File: src/rtl/time_of_day_counter_pkg.sv
// Shared constants and types for the 24 h time-of-day counter and its display.
// Segment codes are active-low, bit0 = a ... bit6 = g.
package time_of_day_counter_pkg;

   localparam logic [6:0] SEG_0     = 7'b1000000;
   localparam logic [6:0] SEG_1     = 7'b1111001;
   localparam logic [6:0] SEG_2     = 7'b0100100;
   localparam logic [6:0] SEG_3     = 7'b0110000;
   localparam logic [6:0] SEG_4     = 7'b0011001;
   localparam logic [6:0] SEG_5     = 7'b0010010;
   localparam logic [6:0] SEG_6     = 7'b0000010;
   localparam logic [6:0] SEG_7     = 7'b1111000;
   localparam logic [6:0] SEG_8     = 7'b0000000;
   localparam logic [6:0] SEG_9     = 7'b0010000;
   localparam logic [6:0] SEG_BLANK = 7'b1111111;

   localparam int unsigned SECS_PER_MIN  = 60;
   localparam int unsigned MINS_PER_HOUR = 60;
   localparam int unsigned HOURS_PER_DAY = 24;

   typedef enum logic {
      DISP_HHMM = 1'b0,
      DISP_MMSS = 1'b1
   } disp_mode_e;

   typedef struct packed {
      logic [4:0] hour;
      logic [5:0] min;
      logic [5:0] sec;
   } tod_t;

   typedef struct packed {
      logic [3:0] tens;
      logic [3:0] ones;
   } bcd2_t;

   // Two-digit split, valid for v < 60.
   function automatic bcd2_t to_bcd(input logic [5:0] v);
      bcd2_t r;
      r.tens = 4'(v / 6'd10);
      r.ones = 4'(v - 6'({2'b00, r.tens} * 6'd10));
      return r;
   endfunction

endpackage

File: src/rtl/time_of_day_counter_if.sv
// Board-side signal bundle of the time-of-day counter: buttons, switch, digits, tick.
interface time_of_day_counter_if;

   logic       INC_HOUR_N;
   logic       INC_MIN_N;
   logic       SHOW_SECONDS;
   logic [6:0] HEX0;
   logic [6:0] HEX1;
   logic [6:0] HEX2;
   logic [6:0] HEX3;
   logic       SEC_TICK;

   modport master (
      output INC_HOUR_N, INC_MIN_N, SHOW_SECONDS,
      input  HEX0, HEX1, HEX2, HEX3, SEC_TICK
   );

   modport slave (
      input  INC_HOUR_N, INC_MIN_N, SHOW_SECONDS,
      output HEX0, HEX1, HEX2, HEX3, SEC_TICK
   );

endinterface

File: src/rtl/time_of_day_counter_debounce.sv
// Push-button front end: two-flop synchronizer, stability counter, and a
// single-cycle pulse on each accepted press (debounced 1->0).
module button_debouncer #(
   parameter int unsigned DEBOUNCE_CYCLES = 500000
) (
   input  logic clk_i,
   input  logic rst_ni,
   input  logic btn_ni,
   output logic press_o
);

   localparam int unsigned CW = (DEBOUNCE_CYCLES > 1) ? $clog2(DEBOUNCE_CYCLES) : 1;

   logic          sync1_q, sync2_q;
   logic          state_q, state_d;
   logic          press_q, press_d;
   logic [CW-1:0] cnt_q, cnt_d;

   always_comb begin
      state_d = state_q;
      press_d = 1'b0;
      cnt_d   = '0;
      // Any sample that agrees with the accepted level restarts the count.
      if (sync2_q != state_q) begin
         if (cnt_q == CW'(DEBOUNCE_CYCLES - 1)) begin
            state_d = sync2_q;
            press_d = ~sync2_q;
         end else begin
            cnt_d = cnt_q + CW'(1);
         end
      end
   end

   always_ff @(posedge clk_i or negedge rst_ni) begin
      if (!rst_ni) begin
         sync1_q <= 1'b1;
         sync2_q <= 1'b1;
         state_q <= 1'b1;
         press_q <= 1'b0;
         cnt_q   <= '0;
      end else begin
         sync1_q <= btn_ni;
         sync2_q <= sync1_q;
         state_q <= state_d;
         press_q <= press_d;
         cnt_q   <= cnt_d;
      end
   end

   assign press_o = press_q;

endmodule

File: src/rtl/time_of_day_counter_seg.sv
// Combinational 4-bit to active-low seven-segment decoder; codes 10-15 blank.
module seven_seg_decoder
   import time_of_day_counter_pkg::*;
(
   input  logic [3:0] bcd_i,
   output logic [6:0] seg_o
);

   always_comb begin
      seg_o = SEG_BLANK;
      unique case (bcd_i)
         4'd0:    seg_o = SEG_0;
         4'd1:    seg_o = SEG_1;
         4'd2:    seg_o = SEG_2;
         4'd3:    seg_o = SEG_3;
         4'd4:    seg_o = SEG_4;
         4'd5:    seg_o = SEG_5;
         4'd6:    seg_o = SEG_6;
         4'd7:    seg_o = SEG_7;
         4'd8:    seg_o = SEG_8;
         4'd9:    seg_o = SEG_9;
         default: seg_o = SEG_BLANK;
      endcase
   end

endmodule

File: src/rtl/time_of_day_counter.sv
// 24 h time-of-day counter: 1 Hz prescaler, hh:mm:ss registers, button setting
// and a registered four-digit seven-segment display (HH:MM or MM:SS).
module time_of_day_counter
   import time_of_day_counter_pkg::*;
#(
   parameter int unsigned CLK_HZ          = 50000000,
   parameter int unsigned DEBOUNCE_CYCLES = 500000
) (
   input  logic                  CLOCK_50,
   input  logic                  RESET_N,
   time_of_day_counter_if.slave  io
);

   localparam int unsigned PW = (CLK_HZ > 1) ? $clog2(CLK_HZ) : 1;

   logic [PW-1:0]      presc_q, presc_d;
   tod_t               tod_q, tod_d;
   logic               tick_q;
   logic [3:0][6:0]    hex_q;

   logic               inc_hour, inc_min;
   logic               tick, sec_last, min_last, min_carry, hour_carry;
   logic [5:0]         hour_sum;
   bcd2_t              hr_bcd, mn_bcd, sc_bcd;
   disp_mode_e         mode;
   logic [3:0][3:0]    dig;
   logic [3:0][6:0]    seg;

   button_debouncer #(.DEBOUNCE_CYCLES(DEBOUNCE_CYCLES)) u_db_hour (
      .clk_i   (CLOCK_50),
      .rst_ni  (RESET_N),
      .btn_ni  (io.INC_HOUR_N),
      .press_o (inc_hour)
   );

   button_debouncer #(.DEBOUNCE_CYCLES(DEBOUNCE_CYCLES)) u_db_min (
      .clk_i   (CLOCK_50),
      .rst_ni  (RESET_N),
      .btn_ni  (io.INC_MIN_N),
      .press_o (inc_min)
   );

   always_comb begin
      tick       = (presc_q == PW'(CLK_HZ - 1));
      sec_last   = (tod_q.sec == 6'(SECS_PER_MIN - 1));
      min_last   = (tod_q.min == 6'(MINS_PER_HOUR - 1));
      // A minute press replaces the tick for this cycle, so it cannot carry.
      min_carry  = tick & sec_last & ~inc_min;
      hour_carry = min_carry & min_last;

      presc_d = (tick | inc_min) ? '0 : presc_q + PW'(1);

      tod_d = tod_q;
      if (inc_min) begin
         tod_d.sec = '0;
         tod_d.min = min_last ? '0 : tod_q.min + 6'd1;
      end else if (tick) begin
         tod_d.sec = sec_last ? '0 : tod_q.sec + 6'd1;
         if (min_carry) begin
            tod_d.min = min_last ? '0 : tod_q.min + 6'd1;
         end
      end

      // Carry and button may both add one; the sum never exceeds 25.
      hour_sum = {1'b0, tod_q.hour} + {5'b0, hour_carry} + {5'b0, inc_hour};
      if (hour_sum >= 6'(HOURS_PER_DAY)) begin
         tod_d.hour = 5'(hour_sum - 6'(HOURS_PER_DAY));
      end else begin
         tod_d.hour = hour_sum[4:0];
      end
   end

   always_comb begin
      hr_bcd = to_bcd({1'b0, tod_q.hour});
      mn_bcd = to_bcd(tod_q.min);
      sc_bcd = to_bcd(tod_q.sec);
      mode   = disp_mode_e'(io.SHOW_SECONDS);
      dig    = '0;
      unique case (mode)
         DISP_HHMM: dig = {hr_bcd.tens, hr_bcd.ones, mn_bcd.tens, mn_bcd.ones};
         DISP_MMSS: dig = {mn_bcd.tens, mn_bcd.ones, sc_bcd.tens, sc_bcd.ones};
         default:   dig = {hr_bcd.tens, hr_bcd.ones, mn_bcd.tens, mn_bcd.ones};
      endcase
   end

   for (genvar g = 0; g < 4; g++) begin : g_dec
      seven_seg_decoder u_dec (
         .bcd_i (dig[g]),
         .seg_o (seg[g])
      );
   end

   always_ff @(posedge CLOCK_50 or negedge RESET_N) begin
      if (!RESET_N) begin
         presc_q <= '0;
         tod_q   <= '0;
         tick_q  <= 1'b0;
         hex_q   <= {4{SEG_0}};
      end else begin
         presc_q <= presc_d;
         tod_q   <= tod_d;
         tick_q  <= tick;
         hex_q   <= seg;
      end
   end

   assign io.HEX0     = hex_q[0];
   assign io.HEX1     = hex_q[1];
   assign io.HEX2     = hex_q[2];
   assign io.HEX3     = hex_q[3];
   assign io.SEC_TICK = tick_q;

endmodule

File: src/flat_wrapper.sv
// flat-port wrapper written by rule: the top's interface ports become plain ports
module time_of_day_counter_flat import time_of_day_counter_pkg::*;
#(
   parameter int unsigned CLK_HZ          = 50000000,
   parameter int unsigned DEBOUNCE_CYCLES = 500000
)
  (CLOCK_50, RESET_N, io_INC_HOUR_N, io_INC_MIN_N, io_SHOW_SECONDS, io_HEX0, io_HEX1, io_HEX2, io_HEX3, io_SEC_TICK);
  time_of_day_counter_if io_i ();
  input  logic CLOCK_50;
  input  logic RESET_N;
  input wire logic [$bits(io_i.INC_HOUR_N)-1:0] io_INC_HOUR_N;
  input wire logic [$bits(io_i.INC_MIN_N)-1:0] io_INC_MIN_N;
  input wire logic [$bits(io_i.SHOW_SECONDS)-1:0] io_SHOW_SECONDS;
  output wire logic [$bits(io_i.HEX0)-1:0] io_HEX0;
  output wire logic [$bits(io_i.HEX1)-1:0] io_HEX1;
  output wire logic [$bits(io_i.HEX2)-1:0] io_HEX2;
  output wire logic [$bits(io_i.HEX3)-1:0] io_HEX3;
  output wire logic [$bits(io_i.SEC_TICK)-1:0] io_SEC_TICK;
  assign io_i.INC_HOUR_N = io_INC_HOUR_N;
  assign io_i.INC_MIN_N = io_INC_MIN_N;
  assign io_i.SHOW_SECONDS = io_SHOW_SECONDS;
  assign io_HEX0 = io_i.HEX0;
  assign io_HEX1 = io_i.HEX1;
  assign io_HEX2 = io_i.HEX2;
  assign io_HEX3 = io_i.HEX3;
  assign io_SEC_TICK = io_i.SEC_TICK;
  time_of_day_counter #(.CLK_HZ(CLK_HZ), .DEBOUNCE_CYCLES(DEBOUNCE_CYCLES)) u_core (.CLOCK_50(CLOCK_50), .RESET_N(RESET_N), .io(io_i));
endmodule
File: config.mk
export PLATFORM = sky130hd
export DESIGN_NAME = time_of_day_counter_flat
export DESIGN_NICKNAME = d
export VERILOG_FILES = /design/src/rtl/time_of_day_counter_pkg.sv /design/src/rtl/time_of_day_counter_if.sv /design/src/rtl/time_of_day_counter_debounce.sv /design/src/rtl/time_of_day_counter_seg.sv /design/src/rtl/time_of_day_counter.sv /design/src/flat_wrapper.sv
export SDC_FILE = /design/constraint.sdc
export NUM_CORES = 1
export LEC_CHECK = 0
export BUFFER_PORTS_ARGS = -buffer_cell sky130_fd_sc_hd__buf_2
export CAP_MARGIN = 0
export CORE_ASPECT_RATIO = 1.4
export CORE_MARGIN = 1
export CORE_UTILIZATION = 25
export CTS_CLUSTER_SIZE = 12
export DETAILED_ROUTE_END_ITERATION = 8
export PLACE_DENSITY = 0.48
export SYNTH_ARGS = -nofsm -noshare
export SYNTH_HDL_FRONTEND = slang
export SYNTH_HIERARCHICAL = 1
export SYNTH_SLANG_ARGS = --single-unit
File: constraint.sdc
create_clock -name CLOCK_50 -period 3.4 [get_ports CLOCK_50]
set_clock_uncertainty 0.2 [all_clocks]
set_input_delay 0.17 -clock CLOCK_50 [delete_from_list [all_inputs] [get_ports CLOCK_50]]
set_output_delay 0.17 -clock CLOCK_50 [all_outputs]
set_load 0.02 [all_outputs]
# ---- After elaboration in Yosys (flattened, before gate mapping)
# Memories as Yosys holds them, arrays and structs flattened. A register that Yosys moved wholly into a read port is not among the register bits.
# Cells that the tools add are included.
dict set report totals {
  regBits 90
  rom_bits 448
  inputBits 5
  out_inout_bits 29
  word_cells 77
  n_memories 4
}
dict set report op_classes {
  addsub 11
  n_mul 3
  div_mod_pow 3
  order_cmp 1
  eq_ne 7
  mux 16
  bitwise_logic 8
  n_reduce_logical 9
}
# memory words width read_ports rd_ports_with_merged_regs write_ports line_no
set mem_list {}
lappend mem_list {{(name not given)} 16 7 1 1 0 time_of_day_counter_seg.sv:11} ;# unique case (bcd_i)
lappend mem_list {{(name not given)} 16 7 1 1 0 time_of_day_counter_seg.sv:11}
lappend mem_list {{(name not given)} 16 7 1 1 0 time_of_day_counter_seg.sv:11}
lappend mem_list {{(name not given)} 16 7 1 1 0 time_of_day_counter_seg.sv:11}
# cell n
set ops {}
lappend ops {{two-way mux 19 bit} 4}
lappend ops {{adder 19 x 1 -> 19 bit (second input constant)} 2}
lappend ops {{== test 19 bit (second input constant)} 2}
lappend ops {{one-hot mux 16 bit (2 select lines)} 1}
lappend ops {{adder 26 x 1 -> 26 bit (second input constant)} 1}
lappend ops {{== test 26 bit (second input constant)} 1}
lappend ops {{two-way mux 26 bit} 1}
lappend ops {{two-way mux 12 bit} 2}
lappend ops {{two-way mux 6 bit} 3}
lappend ops {{adder 6 x 1 -> 6 bit (second input constant)} 2}
lappend ops {{divider 6 x 4 -> 6 bit (second input constant)} 2}
lappend ops {{== test 6 bit (second input constant)} 2}
lappend ops {{multiplier 4 x 3 -> 3 bit (second input constant)} 3}
lappend ops {{subtractor 4 bit} 3}
lappend ops {{adder 5 x 1 -> 6 bit} 1}
lappend ops {{adder 6 x 1 -> 6 bit} 1}
lappend ops {{divider 5 x 4 -> 6 bit (second input constant)} 1}
lappend ops {{greater-or-equal comparator 6 x 5 -> 1 bit (second input constant)} 1}
lappend ops {{AND reduction 2 bit} 3}
lappend ops {{two-way mux 5 bit} 1}
lappend ops {{subtractor 5 bit (second input constant)} 1}
lappend ops {{logical NOT 1 bit} 4}
lappend ops {{two-way mux 1 bit} 4}
lappend ops {{NOT 1 bit} 4}
lappend ops {{other kinds (4)} 8}

# ---- Depth between registers and ports, before layout
dict set report depth {
  ltp_word 8
  mapped_depth 19
  depth_no_buf 17
}

# ---- By module
# The synthesis kept the hierarchy.
# module n_inst cells_per_inst area_per_inst_um2 seq_area_each_um2
set by_module_without_submodules {}
lappend by_module_without_submodules {time_of_day_counter 1 342 3628.5 1806.7}
lappend by_module_without_submodules {button_debouncer 2 110 1122.3 579.3}
lappend by_module_without_submodules {{seven_seg_decoder (u_core.g_dec[0].u_dec ...)} 3 33 210.2 0.0}
lappend by_module_without_submodules {{seven_seg_decoder (u_core.g_dec[1].u_dec)} 1 31 200.2 0.0}

# ---- Least setup slack after synthesis
# Ideal clock, no wire load.
dict set report synth_path {
  path_kind {reg2reg}
  startpoint {register u_core/tod_q[9] in the netlist's numbering}
  endpoint {register u_core.hex_q (netlist bit u_core/io.HEX2[3])}
  setup_time_ns 0.130
  t_arrival_ns 3.467
  required_ns 3.070
  path_slack_ns -0.396
  stages_incl_launch_ff 20
  path_buffers 2
  period_less_slack_ns 3.796
  path_cell_list {dfrtp_1 -> buf_2 -> nand2b_4 -> nand2_1 -> nand2_1 -> a21oi_1 -> ha_1 -> nor3b_1 -> o221a_2 -> o22ai_2 -> ha_1 -> inv_1 -> fa_1 -> xnor2_1 -> xnor2_1 -> a21oi_1 -> buf_6 -> or2_1 -> a21oi_2 -> a31oi_1}
}
# item line_no
set synth_lines {}
lappend synth_lines {{start, declared} time_of_day_counter.sv:17} ;# tod_t tod_q, tod_d;
lappend synth_lines {{start signal, assigned} time_of_day_counter.sv:101} ;# tod_q <= tod_d;
lappend synth_lines {{end, declared} time_of_day_counter.sv:19} ;# logic [3:0][6:0] hex_q;

==> impl_metrics.csv <==
group,metric,value,unit
outcome,status,"finished, violations left",
outcome,failed_checks,"negative setup slack",
logic_synthesis,ys_seq_area_share,44.23,%
logic_synthesis,synth_most_common_cell,"dfrtp_1",
clock_tree,clk_pin_slew,50,ps
clock_tree,clockRootBuffer,"clkbuf_16",
layout,fin_area,8265,um2
setup_path,cp_slowest_cell,"dfrtp_1",
sta,setup_violations,14,
route,drt_first_iter_violations,175,
setup_path,crit_fanout,7,
sta,grt_setup_unrepaired,"true",
sta,hold_viol_final,0,
sta,relSlewSlack,48.10,%
route,vias,5005,
power,power_per_cell_area,385.8,nW/um2
logic_synthesis,synth_top_area_share,40.31,%
die,dieArea,27480,um2
route,wire_per_inst,12.28,um
logic_synthesis,synth_top_flop_cell,"dfrtp_1",
place,dp_hpwl,9.428,mm
power,p_total,0.003189,W
route,first_pass_iters,4,
global_routing,grt_max_degree,81,
worst_hold_path,hold_path.class,"input port to asynchronous set/reset pin",
logic_synthesis,ys_seq_elements,118,
die,ios,34,
clock_tree,cts.htree.levels,4,
setup_path,crit_path_start_kind,"flip-flop",
die,start_util,25.51,%
route,drt_drc_violations_left,0,
die,rows,70,
setup_path,critPathBufInv,3,
logic_synthesis,async_flop_share,100.0,%
clock_tree,cts_tree,"done",
setup_path,critPathCaptureType,"flip-flop",
setup_path,critical-path-max-stage-delay,390,ps
sta,period_share,106.3,%
setup_path,crit_chain,"nand2b_4 -> nand2_2 -> nand2_2 -> a21oi_2 -> ha_1 -> nor3b_4 -> o221a_4 -> o22ai_4 -> ha_2 -> inv_2 -> fa_2 -> xnor2_2 -> xnor2_2 -> buf_4 -> a21oi_1 -> buf_4 -> or2b_4 -> a21oi_2 -> a31oi_1",
setup_path,cp_top_family,"compound AO/OA/AOI/OAI gates",
sta,layout_setup_ws,-213.7,ps
die,die_h,195.8,um
logic_synthesis,synth_cell_types,62,
power,irDropWorstVdd,0.2162,mV
global_routing,gr-usage-all-layers,10.59,%
job,maxCapViolations,0,
power,pwr-share-clk,50.9,%
global_routing,gr-total-overflow,0,
die,coreArea,26280,um2
logic_synthesis,synth_top_cells_by_count,"dfrtp_1, nor2_1, o21ai_0",
layout,nNetsFinal,823,
layout,drive_above_1_share,23.51,%
sta,final.min_clock_period,3614,ps
route,viasPerCell,4.489,
logic_synthesis,synth_top_cell_by_area,"dfrtp_1",
logic_synthesis,mappedNetlistArea,6704,um2
clock_tree,clock_path_buffers,2,
place,port_buffers,33,
layout,area_delta_synth_final,23.29,%
clock_tree,clk-insertion-delay-late,410,ps
setup_path,reg2reg_from,"u_core/tod_q[9]",
power,netSwitchingPower,0.0007257,W
setup_path,path_class,"flip-flop to flip-flop",
clock_tree,clock_sinks,118,
logic_synthesis,synth_edf_count,0,
logic_synthesis,synth_warnings,6,
setup_path,cp.required,3470,ps
logic_synthesis,syn_avg_cell_area,9.688,um2
power,leakagePower,3.626,nW
place,placed_area,7503,um2
sta,fmax,276.7,MHz
layout,final_cell_count_no_fill,1115,
die,fp.dieW,140.4,um
logic_synthesis,ys_top_cells_by_area,"dfrtp_1, ha_1, nor2_1",
setup_path,arrival,3690,ps
global_routing,grt_pass1_vias,5113,
route,drt_wl_total,13.70,mm
global_routing,antenna_found_initial,0,
power,internal_power,0.002463,W
sta,slew_viol_final,0,
place,place_inst,1070,
global_routing,grt_pass1_wl,23.69,mm
layout,post-route-util,31.46,%
power,swShare,22.76,%
sta,tightest_slew,778.5,ps
logic_synthesis,syn_inst,692,
route,ant_nets,0,
clock_tree,cts_made_buffers,17,
power,combPwrFrac,4.0,%
setup_path,critical_path.startpoint,"u_core/tod_q[9]",
layout,antenna_cells,0,
power,share_seq_of_total_power,45.2,%
place,gp_congestion,0.7505,
==> stage by stage <==
step | setup slack (ps) | TNS [ps] | hold slack [ps]
2_1_floorplan | -229.0 | -1757 | -325.6
3_3_place_gp | -276.8 | -2209 | -22.29
3_5_place_dp | -332.2 | -2766 | -16.33
4_1_cts | -249.8 | -2618 | 79.83
5_1_grt | -385.4 | -4534 | 113.9
6_report | -213.7 | -2272 | 72.33
==> flip-flops by register name (all words and copies together) (netlist names) <==
signal,flops
u_core/presc_q,26
u_core/u_db_hour/cnt_q,19
u_core/u_db_min/cnt_q,19
u_core/tod_q,17
u_core/io.HEX0,7
u_core/io.HEX1,7
u_core/io.HEX2,7
u_core/io.HEX3,7
u_core/io.SEC_TICK,1
u_core/u_db_hour/press_o,1
u_core/u_db_hour/state_q,1
u_core/u_db_hour/sync1_q,1
u_core/u_db_hour/sync2_q,1
u_core/u_db_min/press_o,1
u_core/u_db_min/state_q,1
u_core/u_db_min/sync1_q,1
u_core/u_db_min/sync2_q,1
==> logic make-up (layout without fill, tap and decap cells) <==
logic type | Yosys count | count (layout) | synth area share [%]
and+or+nand+nor | 296 | 296 | 23.80
xor gates and xnor gates | 60 | 60 | 7.839
other | 1 | 9 | 0.05594
muxes | 12 | 12 | 1.885
AOI/OAI and AO/OA | 102 | 102 | 9.668
buffers and inverters | 63 | 154 | 4.610
DFF | 118 | 118 | 44.23
adders and majority gates | 40 | 40 | 7.913
==> final cells by class <==
| cell class | instances | area (um2) |
|---|---|---|
| multi-input combinational | 519 | 3623 |
| tap | 324 | 405.4 |
| timing repair buffer | 87 | 611.8 |
| fill | 2689 | 18010 |
| inverter | 35 | 131.4 |
| sequential | 118 | 2965 |
| clock inverter | 11 | 87.58 |
| clock buffer | 21 | 440.4 |
==> worst register-to-register path, cell delays in order (launching register included) <==
cell	delay, ps
dfrtp_1	390
nand2b_4	160
nand2_2	60
nand2_2	50
a21oi_2	130
ha_1	240
nor3b_4	160
o221a_4	220
o22ai_4	100
ha_2	190
inv_2	30
fa_2	340
xnor2_2	160
xnor2_2	150
buf_4	140
a21oi_1	120
buf_4	150
or2b_4	290
a21oi_2	150
a31oi_1	60
==> cell usage in the layout, fill, tap and decap left out, types with 5 or more instances in the layout <==
cell type / Yosys / layout
a21oi_1: 22 / 19
buf_2: 10 / 32
mux2_2: 5 / 5
buf_6: 6 / 5
nand2_2: 0 / 5
nand2b_4: 1 / 5
a21oi_2: 5 / 8
o21ai_0: 45 / 38
and4_1: 6 / 6
nor4_1: 7 / 7
nor2_1: 95 / 94
nor3_1: 13 / 13
buf_4: 3 / 46
clkinv_2: 0 / 7
xnor2_1: 33 / 29
o21ai_1: 1 / 5
dfrtp_1: 108 / 108
mux2i_1: 7 / 6
a31oi_1: 8 / 8
or2_1: 5 / 5
nor4b_1: 5 / 5
nand3_1: 28 / 28
nand4_1: 26 / 26
xor2_1: 27 / 27
nand2b_1: 22 / 18
clkbuf_16: 0 / 17
or3_1: 7 / 7
conb_1: 1 / 9
ha_1: 36 / 34
inv_1: 35 / 33
nand2_1: 42 / 37
dfstp_2: 10 / 10
and3_1: 10 / 10
==> per-layer routing <==
| metal | track usage (%) | vias to the layer above | share of wire, % |
|---|---|---|---|
| met1 | 11.25 | 2397 | 43 |
| met4 | 4.518 | 0 | 1.4 |
| met5 | 0 | - | 0 |
| li1 | - | 2546 | - |
| met2 | 20.33 | 54 | 54 |
| met3 | 1.782 | 8 | 1.3 |
==> final timing paths <==
| check | end | slack (ps) | cells past startpoint |
|---|---|---|---|
| max | u_core/io.HEX2[3] | -210 | 19 |
| min | u_core/io.HEX2[1] | 70 | 2 |
| max reg2reg | u_core/io.HEX2[3] | -210 | 19 |
| min reg2reg | u_core/u_db_hour/sync2_q | 150 | 0 |
| max in group asynchronous | u_core/presc_q[11] | 2100 | 3 |
| min in group CLOCK_50 | u_core/u_db_hour/sync2_q | 150 | 0 |
==> what timing repair did <==
action	in CTS	in global routing
resized for setup	15	17
buffers inserted	4	5
hold buffers	3	0
setup endpoints to repair	14	14
endpoints found under the hold margin	40	0
pin swaps	13	10
gates cloned	1	0
==> power by group through the flow <==
stage                     combinational [W]  sequential (W)  clock (W)
after floorplan                   0.0000548         0.00148          0
after global placement             0.000122         0.00146          0
after detailed placement           0.000122         0.00146          0
after CTS                          0.000127         0.00144    0.00169
after global routing               0.000144         0.00144    0.00173
final                              0.000126         0.00144    0.00162
Power figures use the tool's default switching activity.
